### src/rtl/lfsr_pkg.sv
// Shared definitions for the 8-bit LFSR stream cipher (encrypter and decrypter).
// Provides the LFSR width, default seed, tap equation and sync state encoding.
package lfsr_pkg;

  localparam int LFSR_W = 8;
  localparam logic [LFSR_W-1:0] DEFAULT_SEED = 8'h41;

  typedef enum logic {
    HUNT = 1'b0,
    RUN  = 1'b1
  } sync_state_t;

  // Shift left, feedback from taps 7,6,5,0. Must match the encrypter bit-for-bit.
  function automatic logic [LFSR_W-1:0] lfsr_next(input logic [LFSR_W-1:0] q);
    return {q[6:0], q[0] ^ q[5] ^ q[6] ^ q[7]};
  endfunction

endpackage

### src/rtl/lfsr_keystream.sv
// Keystream generator: LFSR register plus the seed it restarts from.
// Ports:
//   clk, rst_n       clock, asynchronous active-low reset
//   load, load_val   load a new seed (zero is replaced by RESET_SEED)
//   step             advance the LFSR by one state
//   rewind           restart the LFSR from the stored seed
//   key              current keystream byte (LFSR contents)
// Priority: load > rewind > step.
module lfsr_keystream
  import lfsr_pkg::*;
#(
  parameter logic [LFSR_W-1:0] RESET_SEED = DEFAULT_SEED
) (
  input  logic              clk,
  input  logic              rst_n,
  input  logic              load,
  input  logic [LFSR_W-1:0] load_val,
  input  logic              step,
  input  logic              rewind,
  output logic [LFSR_W-1:0] key
);

  logic [LFSR_W-1:0] lfsr;
  logic [LFSR_W-1:0] seed_reg;
  logic [LFSR_W-1:0] eff_seed;

  // An all-zero LFSR would stick at zero forever, so never load one.
  assign eff_seed = (load_val == '0) ? RESET_SEED : load_val;

  always_ff @(posedge clk or negedge rst_n) begin
    if (!rst_n) begin
      lfsr     <= RESET_SEED;
      seed_reg <= RESET_SEED;
    end else if (load) begin
      lfsr     <= eff_seed;
      seed_reg <= eff_seed;
    end else if (rewind) begin
      lfsr <= seed_reg;
    end else if (step) begin
      lfsr <= lfsr_next(lfsr);
    end
  end

  assign key = lfsr;

endmodule

### src/rtl/lfsr_stream_decrypter.sv
// Receive-side LFSR stream decrypter. Ciphertext bytes are XORed with a local
// keystream; when SYNC_EN is set the first decrypted byte must equal SYNC_BYTE
// before any plaintext is emitted.
// Ports:
//   clk, rst_n            clock, asynchronous active-low reset
//   seed_load, seed_val   load a new seed and restart sync (highest priority)
//   in_valid/in_ready/in_data     ciphertext input handshake
//   out_valid/out_ready/out_data  registered plaintext output handshake
//   locked                1 while in RUN
//   sync_err              sticky header mismatch flag
//   byte_cnt              saturating count of plaintext bytes emitted
module lfsr_stream_decrypter
  import lfsr_pkg::*;
#(
  parameter logic [LFSR_W-1:0] RESET_SEED = DEFAULT_SEED,
  parameter logic [LFSR_W-1:0] SYNC_BYTE  = 8'hA5,
  parameter bit                SYNC_EN    = 1'b1,
  parameter int                CNT_W      = 16
) (
  input  logic              clk,
  input  logic              rst_n,
  input  logic              seed_load,
  input  logic [LFSR_W-1:0] seed_val,
  input  logic              in_valid,
  output logic              in_ready,
  input  logic [LFSR_W-1:0] in_data,
  output logic              out_valid,
  input  logic              out_ready,
  output logic [LFSR_W-1:0] out_data,
  output logic              locked,
  output logic              sync_err,
  output logic [CNT_W-1:0]  byte_cnt
);

  localparam sync_state_t INIT_STATE = SYNC_EN ? HUNT : RUN;

  function automatic logic [CNT_W-1:0] sat_inc(input logic [CNT_W-1:0] c);
    return (&c) ? c : c + 1'b1;
  endfunction

  sync_state_t       state_q, state_d;
  logic [LFSR_W-1:0] key_p0;
  logic [LFSR_W-1:0] plain_p0;
  logic              accept;
  logic              hdr_ok;
  logic              ks_step;
  logic              ks_rewind;

  // In HUNT nothing is emitted, so input never waits on the output register.
  assign in_ready = !seed_load && ((state_q == HUNT) || !out_valid || out_ready);
  assign accept   = in_valid && in_ready;
  assign plain_p0 = in_data ^ key_p0;
  assign hdr_ok   = (plain_p0 == SYNC_BYTE);

  assign ks_step   = accept && ((state_q == RUN) || hdr_ok);
  assign ks_rewind = accept && (state_q == HUNT) && !hdr_ok;

  lfsr_keystream #(
    .RESET_SEED(RESET_SEED)
  ) u_keystream (
    .clk     (clk),
    .rst_n   (rst_n),
    .load    (seed_load),
    .load_val(seed_val),
    .step    (ks_step),
    .rewind  (ks_rewind),
    .key     (key_p0)
  );

  always_ff @(posedge clk or negedge rst_n) begin
    if (!rst_n) state_q <= INIT_STATE;
    else        state_q <= state_d;
  end

  always_comb begin
    state_d = state_q;
    if (seed_load) begin
      state_d = INIT_STATE;
    end else if (accept && (state_q == HUNT) && hdr_ok) begin
      state_d = RUN;
    end
  end

  assign locked = (state_q == RUN);

  // ---- p0 -> output register boundary ----
  always_ff @(posedge clk or negedge rst_n) begin
    if (!rst_n) begin
      out_valid <= 1'b0;
      out_data  <= '0;
      sync_err  <= 1'b0;
      byte_cnt  <= '0;
    end else if (seed_load) begin
      out_valid <= 1'b0;
      sync_err  <= 1'b0;
      byte_cnt  <= '0;
    end else begin
      if (accept && (state_q == RUN)) begin
        out_valid <= 1'b1;
        out_data  <= plain_p0;
        byte_cnt  <= sat_inc(byte_cnt);
      end else if (out_ready) begin
        out_valid <= 1'b0;
      end
      if (ks_rewind) sync_err <= 1'b1;
    end
  end

endmodule

### config.mk
export PLATFORM = sky130hd
export DESIGN_NAME = lfsr_stream_decrypter
export DESIGN_NICKNAME = d
export VERILOG_FILES = /design/src/rtl/lfsr_pkg.sv /design/src/rtl/lfsr_keystream.sv /design/src/rtl/lfsr_stream_decrypter.sv
export SDC_FILE = /design/constraint.sdc
export NUM_CORES = 1
export LEC_CHECK = 0
export BUFFER_PORTS_ARGS = -buffer_cell sky130_fd_sc_hd__clkbuf_2
export CAP_MARGIN = 20
export CORE_MARGIN = 5
export CORE_UTILIZATION = 40
export CTS_CLUSTER_DIAMETER = 60
export DETAILED_ROUTE_END_ITERATION = 8
export PLACE_DENSITY = 0.66
export SKIP_CTS_REPAIR_TIMING = 1
export SYNTH_ARGS = -nofsm -noshare
export SYNTH_HDL_FRONTEND = slang
export SYNTH_SLANG_ARGS = --single-unit
export TNS_END_PERCENT = 20
### constraint.sdc
create_clock -name clk -period 2.5 [get_ports clk]
set_input_delay 0.375 -clock clk [delete_from_list [all_inputs] [get_ports clk]]
set_output_delay 0.375 -clock clk [all_outputs]
set_load 0.03 [all_outputs]
**After elaboration in Yosys (flattened, before gate mapping)**

Index checks and enable logic that the tools add are counted.

- Input port bits: 21
- Output and inout bits: 28
- Register bits: 43

- Add/subtract/negate cells: 1
- Bitwise operators: 6
- Reductions and logical operators: 22
- Muxes and demuxes: 14
- Eq/ne operators: 2

Operators by type and width:

| kind | number |
|---|---|
| $mux W16 | 3 |
| $mux W8 | 4 |
| $add A16 B1 Y16 const B | 1 |
| $reduce_and A16 Y1 | 1 |
| $eq A8 B8 Y1 const B | 1 |
| $logic_not A8 Y1 | 1 |
| $xor A8 B8 Y8 | 1 |
| $logic_and A1 B1 Y1 | 7 |
| $mux W1 | 7 |
| $reduce_bool A2 Y1 | 3 |
| $reduce_bool A3 Y1 | 2 |
| $reduce_and A2 Y1 | 2 |
| $logic_not A1 Y1 | 3 |
| $logic_or A1 B1 Y1 | 3 |
| $xor A1 B1 Y1 | 3 |
| $ne A2 B2 Y1 const B | 1 |
| $not A1 Y1 | 2 |

**Longest topological paths before layout**

- Depth in word-level cells: 9
- Gate-level depth with buffers: 6
- Depth with buffers taken out: 6

**Modules after synthesis**

Synthesis repeated with hierarchy kept, for this count alone.

- Cells, all modules: 231
- Area, all modules: 2,307.2 um^2

Modules (own cells, without submodules):

| module | sequential area each (um^2) | area an instance (um^2) | times used | cells an instance |
|---|---|---|---|---|
| lfsr_stream_decrypter | 675.6 | 1,460.2 | 1 | 154 |
| lfsr_keystream | 405.4 | 847.1 | 1 | 77 |

**Worst setup path before layout**

Ideal clock, no wire load.

- Kind: flip-flop to flip-flop
- From: reg byte_cnt[6]
- To: reg byte_cnt[13]
- Setup slack: 0.526 ns
- Data arrival time: 1.845 ns
- Data required time: 2.370 ns
- Setup time: 0.130 ns
- Cell stages (with the launch flop): 6
- Cell sequence: dfrtp_1 > and4_1 > or4b_4 > nor4_1 > xnor2_1 > nor2_1

- Cells in the longest elaborated chain, start to end: 4

RTL lines:

| element | RTL line | RTL |
|---|---|---|
| start, declared | lfsr_stream_decrypter.sv:32 | `output logic [CNT_W-1:0] byte_cnt` |
| start signal, assigned | lfsr_stream_decrypter.sv:101 | `byte_cnt <= sat_inc(byte_cnt);` |
| $add A16 B1 Y16 | lfsr_stream_decrypter.sv:38 | `return (&c) ? c : c + 1'b1;` |
| $mux W16 | lfsr_stream_decrypter.sv:38 |  |
| $mux W16 | lfsr_stream_decrypter.sv:98 | `if (accept && (state_q == RUN)) begin` |
| $mux W16 | lfsr_stream_decrypter.sv:93 | `end else if (seed_load) begin` |

Several ways; a longest one is shown, not always the timed one. The select of a mux whose other input is x is not followed.
A chain may end at the register's enable or synchronous reset.

**Final worst setup path**

- From: reg u_keystream.lfsr[6], in the netlist u_keystream.key[6]
- To: reg u_keystream.lfsr[0], in the netlist u_keystream.key[0]

- Cells in the longest elaborated chain, start to end: 6

RTL lines:

| element | RTL line | RTL |
|---|---|---|
| start, declared | lfsr_keystream.sv:23 | `logic [LFSR_W-1:0] lfsr;` |
| start signal, assigned | lfsr_keystream.sv:35 | `lfsr <= eff_seed;` |
| start signal, assigned | lfsr_keystream.sv:38 | `lfsr <= seed_reg;` |
| start signal, assigned | lfsr_keystream.sv:40 | `lfsr <= lfsr_next(lfsr);` |
| $xor A8 B8 Y8 | lfsr_stream_decrypter.sv:52 | `assign plain_p0 = in_data ^ key_p0;` |
| $eq A8 B8 Y1 | lfsr_stream_decrypter.sv:53 | `assign hdr_ok = (plain_p0 == SYNC_BYTE);` |
| $logic_not A1 Y1 | lfsr_stream_decrypter.sv:56 | `assign ks_rewind = accept && (state_q == HUNT) && !hdr_ok;` |
| $logic_and A1 B1 Y1 | lfsr_stream_decrypter.sv:56 |  |
| $mux W8 | lfsr_keystream.sv:37 | `end else if (rewind) begin` |
| $mux W8 | lfsr_keystream.sv:34 | `end else if (load) begin` |

Several ways; a longest one is shown, not always the timed one. The select of a mux whose other input is x is not followed.

==> impl_summary.txt <==
----------------------------------------------------
[Logic synthesis]
  Post-synthesis sequential area ratio ... 0.4868
  Cell Area, Synth ... 2221 um2
  Top flip-flop cell by instance count after synthesis ... sky130_fd_sc_hd__dfrtp_1
  Net count after synthesis ... 247
  Number of synthesized register bits ... 43
  Post-synthesis area per instance ... 9.871 um2
  Proportion of synthesized flip-flops having asynchronous set or reset ... 1.000
  Netlist cell types ... 40
  Synth warn ... 0
  Mapped Cells ... 225
  Number of enable flip-flop cells after synthesis ... 0

[Global routing]
  Number of antenna violations at the first check in global routing ... 0
  All-layer global routing usage ... 0.1525
  Largest net degree at the start of global routing ... 39
  Leftover overflow at the end of global routing ... 0
  Vias in the first global route ... 1837
  Wire length of the first global-routing pass ... 8956 um

[Setup path]
  Crit path DAT ... 2.39 ns
  Cell with the largest stage delay on the worst path ... sky130_fd_sc_hd__dfstp_2
  Worst Setup Start Kind ... flip-flop
  Classification of the worst setup path ... reg -> reg
  Required time of the critical path ... 2.71 ns
  Family with the most delay on the worst path ... simple AND/OR/NAND/NOR gates
  Cell Chain, Critical Path ... xor2_1, nor4_1, a2111oi_4, buf_4, or3_1, a31oi_1
  Type of destination of the critical path ... flip-flop
  Worst path buffer plus inverter count ... 1
  Slowest Stage Delay on Critical Path ... 0.57 ns
  Largest fanout on the critical path ... 16

[Clock network]
  Clock Sinks ... 43
  Clock transition at the register clock pins on the worst setup and hold paths after CTS ... 0.08 ns
  Clk Latency, worst-skew pair ... 0.29 ns
  Level count of the clock H-tree ... 2
  Clock Path Buffers ... 2
  Number of buffers created by CTS ... 5
  Clock Tree Root ... sky130_fd_sc_hd__clkbuf_8
  TritonCTS clock tree ... built

[Floorplanning]
  Row count ... 27
  Core Region ... 5439 um2
  I/O pins ... 49
  X dimension of the die ... 84.52 um
  Initial Util ... 0.4083
  Die height ... 84.52 um
  DIE AREA ... 7143 um2

[Hold path]
  Hold crit path type ... in -> async

[STA]
  Final Critical Period ... 2.182 ns
  Peak clock frequency supported by timing ... 0.4583 GHz
  Worst clock skew ... 0.006792 ns
  Aggregate negative setup slack ... 0 ns
  Slew Limit Headroom ... 0.4146
  Final setup viols ... 0
  Setup repair after global routing missed its margin ... false
  Final cycle utilization of the critical path ... 0.8727
  Pins over their slew limit ... 0
  Hold violation total from the final report ... 0
  Transition at the pin with the smallest max-transition slack ... 0.8781 ns

[Routing]
  Pre-Repair DR Iteration Count ... 4
  Overall via count from detail_route ... 1828
  DR DRC count ... 0
  Antenna violation net count after detailed routing ... 0
  Avg WL per Cell ... 14.66 um
  Initial DRC Count ... 85
  Aggregate routed wire length ... 5102 um
  Mean number of vias per cell ... 5.253

[Power]
  Static leakage power ... 1.203 nW
  Largest voltage drop on the vdd net ... 0.2353 mV
  Pwr/cell area ... 532.4 nW/um2
  Total chip power ... 1.395 mW

[Layout]
  Number of inserted diodes ... 0
  Top reg by flops ... byte_cnt
  Area of all sequential standard cells ... 1081 um2
  Share of final-layout standard cells stronger than drive strength 1 ... 0.2536
  Number of filler instances in the final layout ... 536
  Final Instance Area ... 2620 um2
  Synth-to-Final Area Change ... 17.97%
  Area of combinational cells with multiple inputs ... 1049 um2
  Number of flip-flops in the largest register ... 16
  Net count reported at finish ... 297
  Most common cell after layout, fill and taps aside ... sky130_fd_sc_hd__clkbuf_2
  Most frequent cells in the layout ... sky130_fd_sc_hd__clkbuf_2, sky130_fd_sc_hd__dfrtp_1, sky130_fd_sc_hd__nor2_1, sky130_fd_sc_hd__nand2_1, sky130_fd_sc_hd__o21ai_0

[Placed design]
  Final weighted congestion in routability-driven placement ... 0.8113
  HPWL reported at the end of detailed placement ... 3791 um
  Dpl cell area ... 2539 um2
  Number of port buffers ... 48

[Status]
  Outcome ... finished clean

[Job]
  Max_cap viols ... 0

----------------------------------------------------
==> logic make-up after synthesis <==
logic type               Yosys count  synth area share
AO/OA/AOI/OAI                     47            0.1403
flip-flops                        43            0.4868
adder cells (fa/ha/maj)            1          0.005633
buffers and inverters             22           0.04113
multiplexers                       8           0.03831
AND/OR/NAND/NOR                   84            0.2090
XOR/XNOR                          20           0.07887
==> metrics by stage <==
stage / util / instances / hold slack (ns) / setup WS, ns
2_1_floorplan: - / 225 / 0.07941 / 0.5257
3_3_place_gp: 0.4668 / 340 / 0.3515 / 0.3955
3_5_place_dp: 0.4668 / 340 / 0.3504 / 0.3271
4_1_cts: 0.4817 / 348 / 0.03236 / 0.3019
5_1_grt: 0.4817 / 348 / 0.05967 / 0.1331
6_report: 0.4817 / 348 / 0.01631 / 0.3181
==> synth_stat cells, types with 6 or more instances <==
library cell | count | share of area
sky130_fd_sc_hd__a21oi_1 | 9 | 0.020
sky130_fd_sc_hd__clkbuf_1 | 7 | 0.012
sky130_fd_sc_hd__xor2_1 | 9 | 0.035
sky130_fd_sc_hd__xnor2_1 | 11 | 0.043
sky130_fd_sc_hd__and4_1 | 8 | 0.032
sky130_fd_sc_hd__a211oi_1 | 6 | 0.020
sky130_fd_sc_hd__inv_1 | 13 | 0.022
sky130_fd_sc_hd__nand4_1 | 6 | 0.017
sky130_fd_sc_hd__nor4b_1 | 6 | 0.024
sky130_fd_sc_hd__nor2_1 | 23 | 0.039
sky130_fd_sc_hd__dfrtp_1 | 39 | 0.44
sky130_fd_sc_hd__nor4_1 | 8 | 0.023
sky130_fd_sc_hd__o21ai_0 | 16 | 0.036
sky130_fd_sc_hd__nand2_1 | 17 | 0.029
==> final cells by class <==
cell class,instances,area share
Clock inverter,1,0.001910
Timing Repair Buffer,52,0.1032
Inverter,13,0.01862
Tap cell,72,0.03438
Sequential cell,43,0.4126
Multi-Input combinational cell,160,0.4002
Clock buffer,7,0.02913
==> per-layer routing <==
metal / vias up / part of all wire / GRT usage
met2: 42 / 0.48 / 0.2427
met4: 0 / 0.0073 / 0.04748
met3: 2 / 0.048 / 0.03533
li1: 913 / - / -
met5: - / 0 / 0
met1: 871 / 0.46 / 0.2063
==> where the power goes <==
part,leakage [nW],switching [mW],total [mW],internal (mW)
sequential,0.564,0.0316,0.771,0.739
combinational,0.597,0.123,0.203,0.0805
clock,0.0422,0.225,0.421,0.196
==> final timing paths <==
path	cells past startpoint	end	slack, ns	from
max	6	u_keystream.key[0]$_DFFE_PN1P_	0.32	u_keystream.key[6]$_DFFE_PN1P_
min	1	byte_cnt[6]$_DFFE_PN0P_	0.02	rst_n
max reg2reg	6	u_keystream.key[0]$_DFFE_PN1P_	0.32	u_keystream.key[6]$_DFFE_PN1P_
min reg2reg	2	u_keystream.key[0]$_DFFE_PN1P_	0.50	u_keystream.seed_reg[0]$_DFFE_PN1P_
max in group asynchronous	2	u_keystream.key[0]$_DFFE_PN1P_	1.74	rst_n
min in group clk	3	u_keystream.seed_reg[2]$_DFFE_PN0P_	0.38	seed_val[2]
(Power assumes the default switching activity.)
